--- config.mk ---
export PLATFORM = sky130hd
export DESIGN_NAME = ob_input_arbiter
export DESIGN_NICKNAME = d
export VERILOG_FILES = /design/src/rtl/ob_ctrl_pkg.sv /design/src/rtl/sat_counter16.sv /design/src/rtl/ob_input_arbiter.sv
export SDC_FILE = /design/constraint.sdc
export NUM_CORES = 1
export LEC_CHECK = 0
export ABC_AREA = 1
export ABC_CLOCK_PERIOD_IN_PS = 2500
export BUFFER_PORTS_ARGS = -buffer_cell sky130_fd_sc_hd__buf_2
export CORE_MARGIN = 3
export CORE_UTILIZATION = 51
export DETAILED_ROUTE_END_ITERATION = 6
export GPL_TIMING_DRIVEN = 0
export HOLD_SLACK_MARGIN = 0.08
export PLACE_DENSITY = 0.77
export SETUP_SLACK_MARGIN = 0.3
export SYNTH_ARGS = -nofsm -noshare
export SYNTH_HDL_FRONTEND = slang
export SYNTH_SLANG_ARGS = --single-unit
export TNS_END_PERCENT = 30
--- constraint.sdc ---
create_clock -name clk_engine -period 2.5 [get_ports clk_engine]
set_input_delay 0.125 -clock clk_engine [delete_from_list [all_inputs] [get_ports clk_engine]]
set_output_delay 0.125 -clock clk_engine [all_outputs]
set_load 0.1 [all_outputs]
--- src/rtl/ob_ctrl_pkg.sv ---
// Shared constants for the order-book input path: arbiter state encoding,
// source identifiers and the statistics counter width.
package ob_ctrl_pkg;

    localparam int CNT_W    = 16;
    localparam int ARB_ST_W = 2;

    localparam logic [CNT_W-1:0] CNT_MAX = {CNT_W{1'b1}};
    localparam logic [CNT_W-1:0] CNT_ONE = {{(CNT_W-1){1'b0}}, 1'b1};

    localparam logic [ARB_ST_W-1:0] ARB_RUN       = 2'd0;
    localparam logic [ARB_ST_W-1:0] ARB_DRAIN     = 2'd1;
    localparam logic [ARB_ST_W-1:0] ARB_DUMP      = 2'd2;
    localparam logic [ARB_ST_W-1:0] ARB_DUMP_WAIT = 2'd3;

    localparam logic SRC_NET = 1'b0;
    localparam logic SRC_BOT = 1'b1;

    function automatic logic [CNT_W-1:0] sat_inc(input logic [CNT_W-1:0] value);
        logic [CNT_W-1:0] result;
        if (value == CNT_MAX) begin
            result = value;
        end else begin
            result = value + CNT_ONE;
        end
        return result;
    endfunction

endpackage

--- src/rtl/sat_counter16.sv ---
// Event counter that sticks at all-ones instead of wrapping.
module sat_counter16
    import ob_ctrl_pkg::*;
(
    input  logic             i_clk,
    input  logic             i_rst,
    input  logic             i_inc,
    output logic [CNT_W-1:0] o_count
);

    logic [CNT_W-1:0] r_count;

    // Count one event per cycle, holding once saturated
    always_ff @(posedge i_clk) begin
        if (i_rst) begin
            r_count <= {CNT_W{1'b0}};
        end else if (i_inc) begin
            r_count <= sat_inc(r_count);
        end else begin
            r_count <= r_count;
        end
    end

    assign o_count = r_count;

endmodule

--- src/rtl/ob_input_arbiter.sv ---
// Merges network-FIFO and market-bot order words into the order-book engine,
// dropping zero words, and sequences engine dump requests.
module ob_input_arbiter
    import ob_ctrl_pkg::*;
#(
    parameter int BURST_MAX    = 4,
    parameter int DUMP_TIMEOUT = 1024
) (
    input  logic             clk_engine,
    input  logic             rst_engine,
    input  logic             i_enable,
    input  logic [31:0]      net_dout,
    input  logic             net_empty,
    output logic             net_rd_en,
    input  logic [31:0]      bot_data,
    input  logic             bot_valid,
    output logic             bot_ready,
    input  logic             dump_req,
    input  logic             engine_busy,
    output logic             ob_input_valid,
    output logic [31:0]      ob_input_data,
    output logic             ob_start_dump,
    output logic             o_dump_active,
    output logic [CNT_W-1:0] o_cnt_net,
    output logic [CNT_W-1:0] o_cnt_bot,
    output logic [CNT_W-1:0] o_cnt_nop,
    output logic             o_dump_timeout
);

    localparam int BW = $clog2(BURST_MAX + 1);
    localparam int TW = $clog2(DUMP_TIMEOUT + 1);
    localparam logic [BW-1:0] BURST_LIM = BW'(BURST_MAX);
    localparam logic [BW-1:0] BURST_ONE = BW'(1);
    localparam logic [TW-1:0] WAIT_LAST = TW'(DUMP_TIMEOUT - 1);
    localparam logic [TW-1:0] WAIT_ONE  = TW'(1);

    logic [ARB_ST_W-1:0] r_state;
    logic [ARB_ST_W-1:0] w_state_nxt;
    logic                r_dump_pending;
    logic                r_last_src;
    logic [BW-1:0]       r_burst_cnt;
    logic                r_busy_seen;
    logic [TW-1:0]       r_wait_cnt;
    logic                r_dump_timeout;
    logic                r_start_dump;
    logic                r_dump_active;
    logic                r_in_valid;
    logic [31:0]         r_in_data;

    logic        w_net_req;
    logic        w_bot_req;
    logic        w_accept_ok;
    logic        w_pick_bot;
    logic        w_grant_src;
    logic        w_accept;
    logic [31:0] w_word;
    logic        w_word_nz;
    logic        w_fwd_net;
    logic        w_fwd_bot;
    logic        w_drop_nop;
    logic        w_busy_done;
    logic        w_timeout_hit;

    assign w_net_req   = ~net_empty;
    assign w_bot_req   = bot_valid;
    assign w_accept_ok = (r_state == ARB_RUN) & i_enable & ~engine_busy & ~rst_engine;

    // Source choice: with both requesting, the last source keeps the grant until its burst is spent
    always_comb begin
        w_pick_bot = 1'b0;
        if (w_net_req && w_bot_req) begin
            if (r_burst_cnt >= BURST_LIM) begin
                w_pick_bot = (r_last_src == SRC_NET);
            end else begin
                w_pick_bot = (r_last_src == SRC_BOT);
            end
        end else if (w_bot_req) begin
            w_pick_bot = 1'b1;
        end else begin
            w_pick_bot = 1'b0;
        end
    end

    assign w_grant_src = w_pick_bot ? SRC_BOT : SRC_NET;
    assign net_rd_en   = w_accept_ok & w_net_req & ~w_pick_bot;
    assign bot_ready   = w_accept_ok & w_bot_req & w_pick_bot;
    assign w_accept    = net_rd_en | bot_ready;
    assign w_word      = bot_ready ? bot_data : net_dout;
    assign w_word_nz   = (w_word != 32'd0);
    assign w_fwd_net   = net_rd_en & w_word_nz;
    assign w_fwd_bot   = bot_ready & w_word_nz;
    assign w_drop_nop  = w_accept & ~w_word_nz;

    assign w_busy_done   = (r_state == ARB_DUMP_WAIT) & r_busy_seen & ~engine_busy;
    assign w_timeout_hit = (r_state == ARB_DUMP_WAIT) & ~r_busy_seen & ~engine_busy
                         & (r_wait_cnt == WAIT_LAST);

    // Dump sequencer next state
    always_comb begin
        w_state_nxt = r_state;
        case (r_state)
            ARB_RUN: begin
                if (r_dump_pending) w_state_nxt = ARB_DRAIN;
                else                w_state_nxt = ARB_RUN;
            end
            ARB_DRAIN: begin
                if (!engine_busy) w_state_nxt = ARB_DUMP;
                else              w_state_nxt = ARB_DRAIN;
            end
            ARB_DUMP: begin
                w_state_nxt = ARB_DUMP_WAIT;
            end
            ARB_DUMP_WAIT: begin
                if (w_busy_done || w_timeout_hit) w_state_nxt = ARB_RUN;
                else                              w_state_nxt = ARB_DUMP_WAIT;
            end
            default: begin
                w_state_nxt = ARB_RUN;
            end
        endcase
    end

    // Dump sequencing state, pending request flag and DUMP_WAIT supervision
    always_ff @(posedge clk_engine) begin
        if (rst_engine) begin
            r_state        <= ARB_RUN;
            r_dump_pending <= 1'b0;
            r_busy_seen    <= 1'b0;
            r_wait_cnt     <= {TW{1'b0}};
            r_dump_timeout <= 1'b0;
            r_start_dump   <= 1'b0;
            r_dump_active  <= 1'b0;
        end else begin
            r_state        <= w_state_nxt;
            // A request landing in the DUMP cycle belongs to the next dump
            r_dump_pending <= dump_req | (r_dump_pending & (r_state != ARB_DUMP));
            r_start_dump   <= (w_state_nxt == ARB_DUMP);
            r_dump_active  <= (w_state_nxt != ARB_RUN);
            r_dump_timeout <= r_dump_timeout | w_timeout_hit;
            if (r_state == ARB_DUMP_WAIT) begin
                r_busy_seen <= r_busy_seen | engine_busy;
                if (!r_busy_seen && !engine_busy) begin
                    r_wait_cnt <= r_wait_cnt + WAIT_ONE;
                end else begin
                    r_wait_cnt <= r_wait_cnt;
                end
            end else begin
                r_busy_seen <= 1'b0;
                r_wait_cnt  <= {TW{1'b0}};
            end
        end
    end

    // Burst tracking: only forwarded (nonzero) words count toward a burst
    always_ff @(posedge clk_engine) begin
        if (rst_engine) begin
            r_last_src  <= SRC_NET;
            r_burst_cnt <= {BW{1'b0}};
        end else if (w_accept && w_word_nz) begin
            if (w_grant_src == r_last_src) begin
                r_last_src <= r_last_src;
                if (r_burst_cnt < BURST_LIM) r_burst_cnt <= r_burst_cnt + BURST_ONE;
                else                         r_burst_cnt <= r_burst_cnt;
            end else begin
                r_last_src  <= w_grant_src;
                r_burst_cnt <= BURST_ONE;
            end
        end else begin
            r_last_src  <= r_last_src;
            r_burst_cnt <= r_burst_cnt;
        end
    end

    // Engine-side word register; data holds the most recently accepted word
    always_ff @(posedge clk_engine) begin
        if (rst_engine) begin
            r_in_valid <= 1'b0;
            r_in_data  <= 32'd0;
        end else begin
            r_in_valid <= w_accept & w_word_nz;
            if (w_accept) r_in_data <= w_word;
            else          r_in_data <= r_in_data;
        end
    end

    sat_counter16 u_cnt_net (
        .i_clk   (clk_engine),
        .i_rst   (rst_engine),
        .i_inc   (w_fwd_net),
        .o_count (o_cnt_net)
    );

    sat_counter16 u_cnt_bot (
        .i_clk   (clk_engine),
        .i_rst   (rst_engine),
        .i_inc   (w_fwd_bot),
        .o_count (o_cnt_bot)
    );

    sat_counter16 u_cnt_nop (
        .i_clk   (clk_engine),
        .i_rst   (rst_engine),
        .i_inc   (w_drop_nop),
        .o_count (o_cnt_nop)
    );

    assign ob_input_valid = r_in_valid;
    assign ob_input_data  = r_in_data;
    assign ob_start_dump  = r_start_dump;
    assign o_dump_active  = r_dump_active;
    assign o_dump_timeout = r_dump_timeout;

endmodule

==> impl_results.md <==
- Status: finished, final reports clean
- Top Metal Used: met5
- Yosys top cell area share: 0.339
- YS warnings: 0
- CTS tree: yes
- First-pass GRT wire length: 29.0 mm
- Area growth syn-to-layout: 34.3%
- Syn Nets: 973
- Vias in the first global route: 6,071
- Crit-path cells: inv_2 > nand2_1 > nand3_2 > nand3_2 > buf_2 > nand2_1 > o21ai_2 > nand2_1 > nor2_1 > nand2_1 > nor2_4 > nand2_4 > buf_8 > buf_6 > nand4_1 > a21oi_2
- Final core utilization: 0.709
- Arrival time worst endpoint: 2.65 ns
- Worst hold slack: roughly 0.094 ns
- Critical path class: reg -> reg
- Setup crit end kind: flop
- Synth unique cells: 38
- WL final: roughly 19 mm
- Final Setup Violations: 0
- H-tree depth: 3
- Worst Tran Pin Value: about 0.66 ns
- IO Port Bufs: about 160
- Detailed placement HPWL: 12.7 mm
- Core ar.: ~12,000 um2
- Post-synthesis sequential area ratio: 0.339
- Pin count of the biggest net entering global routing: 20
- Layout Nets: 1,180
- Max_slew headroom: 0.558
- Final ANT Viol Nets: 0
- Maximum root-to-sink buffer count: 2
- Die Height: 115 um
- Critical path launch point type: flop
- Inst Count DP: 1,195
- Root Buffer Master: clkbuf_16
- Met2 routed WL: 8.60 mm
- Ys async rst share: 0
- Synth area leaders: dfxtp_1, nand2_1, inv_1
- Syn Area/Cell: ~6.8 um2
- Slowest stage delay, CP: between 0.3 and 0.4 ns
- Setup WS pre-CTS: 0.0337 ns
- Final std cells w/o fill: 1,253
- Most used cell, CP: nand2_1
- Clock Skew: ~0.0058 ns
- Pre-antenna DRT Iters: 5
- Tcrit/Tclk final: 0.970
- CTS clk-pin slew, worst paths: approximately 0.070 ns
- Max VDD drop: 0.802 mV
- Starting DRC count in detailed routing: 585
- Lkg Pwr: 3.87 nW
- Initial antenna violation count: 1
- Layout cells sized above 1: 0.317
- Routed vias: 6,741
- FMAX: 412 MHz
- P per Cell Area: around 510 nW/um2
- Leading area contributor after synthesis: dfxtp_1
- Post-Syn Area: 6080 um2
- DRC: 0
- GRT Overall Usage: 0.270
- Critical path's slowest cell: dfxtp_4
- Ports: 157
- Most frequent cells in the layout: nand2_1, buf_2, inv_1
- Clk Latency, worst-skew pair: 0.36 ns
- Routability cong.: around 0.91
- Critical Path RT: 2.73 ns
- Mapped Cells: roughly 900
- Yosys reg bits: 103
- WL/cell: ~15 um
- DRT met1 WL: 8.20 mm
- Post-synth EDFFs: 0
- Met3 WL: 1.31 mm
- Die width: 115 um
- Final max-slew violation count: 0
- # clock sinks: 103
- Gr ovfl total: 0
- Maxcap violations: 0
- Worst hold path class: in -> reg
- CTS buffer count: 9
- Starting Density: 0.528
- Top_reg_cell synth: dfxtp_1
- Worst-path maximum fanout: 7
- Final worst slack: 0.0749 ns
- Core Rows: 39
- Final Hold Fails: 0
- Post-route setup TNS: 0 ns
- Die Area: 13,300 um2
- Minimum clock period: 2.43 ns
- Vias per cell: roughly 5.4
- RSZ-0062 raised after global routing: yes
- Most common cell after layout, fill and taps aside: nand2_1
## metrics by stage
stage | power [mW] | cell area [um2]
3_5_place_dp | 2.57 | 7110
6_report | 4.20 | 8160
4_1_cts | 4.15 | 7800
2_1_floorplan | 2.38 | 6150
5_1_grt | 4.35 | 8160
3_3_place_gp | 2.56 | 7110
## cells in the mapped netlist (14+ instances only)
cell,instances
a21oi_1,46
buf_2,15
clkbuf_1,15
dfxtp_1,103
inv_1,126
nand2_1,231
nand3_1,46
nand4_1,57
nor2_1,71
nor3_1,23
o211ai_1,32
xnor2_1,14
xor2_1,27
## state kept, by name, summed over array words and instances, names as in the netlist, 2 cells and up
| register | cells |
|---|---|
| ob_input_data | 32 |
| r_burst_cnt | 3 |
| r_state | 2 |
| r_wait_cnt | 11 |
| u_cnt_bot.o_count | 16 |
| u_cnt_net.o_count | 16 |
| u_cnt_nop.o_count | 16 |
## kinds of logic (layout without fill, tap and decap cells)
kind of cell / after synthesis / after routing / synth area share
simple gates: 464 / 465 / 0.356
xor+xnor: 41 / 41 / 0.0591
flops: 103 / 103 / 0.339
buf+inv: 179 / 390 / 0.128
other cells: 0 / 1 / 0
fa+ha+maj: 5 / 5 / 0.0103
compound gates: 105 / 105 / 0.107
## power breakdown
part | leakage, nW | switching, mW | internal, mW | total, mW
Clock | 0.154 | 0.682 | 0.802 | 1.48
Combinational | 2.86 | 0.685 | 0.303 | 0.988
Sequential | 0.849 | 0.0316 | 1.69 | 1.72
## layer usage
metal | GRT usage | vias to the layer above
met1 | 0.369 | 3091
met4 | 0.0775 | 2
met3 | 0.0579 | 52
met5 | 0 | -
li1 | - | 3328
met2 | 0.430 | 268
## final timing paths
kind                              from              endpoint  slack [ns]  cells past startpoint
setup / recovery            r_last_src  u_cnt_bot.o_count[8]        0.07                     16
hold / removal              rst_engine     ob_input_data[19]        0.09                      4
setup reg to reg            r_last_src  u_cnt_bot.o_count[8]        0.07                     16
hold reg to reg   u_cnt_bot.o_count[5]  u_cnt_bot.o_count[5]        0.48                      2
## final cells by class
type,count,area [um2]
sequential,103,2120
buffer,43,369
tap,143,179
timing repair buffer,195,1260
clock buffer,9,225
inverter,136,513
multi-input combinational,616,3410
fill,953,3360
antenna,1,2.50
clock inverter,7,87.6
## what timing repair did
item                                    4_1_cts  5_1_grt
endpoints found under the setup margin       87       89
setup buffers                                15       14
hold buffers                                  2        0
hold endpoints to repair                      3        0
gates cloned                                  4        6
pin swaps                                    25       36
gates resized for setup                      57       35
## worst max-delay path: cells and delay by family, from the launching register on
kind | cells | cell delay, ns
simple gates | 10 | 1.25
buf+inv | 4 | 0.51
compound gates | 2 | 0.14
flops | 1 | 0.38
No activity file was read; power rests on OpenSTA's default activity.
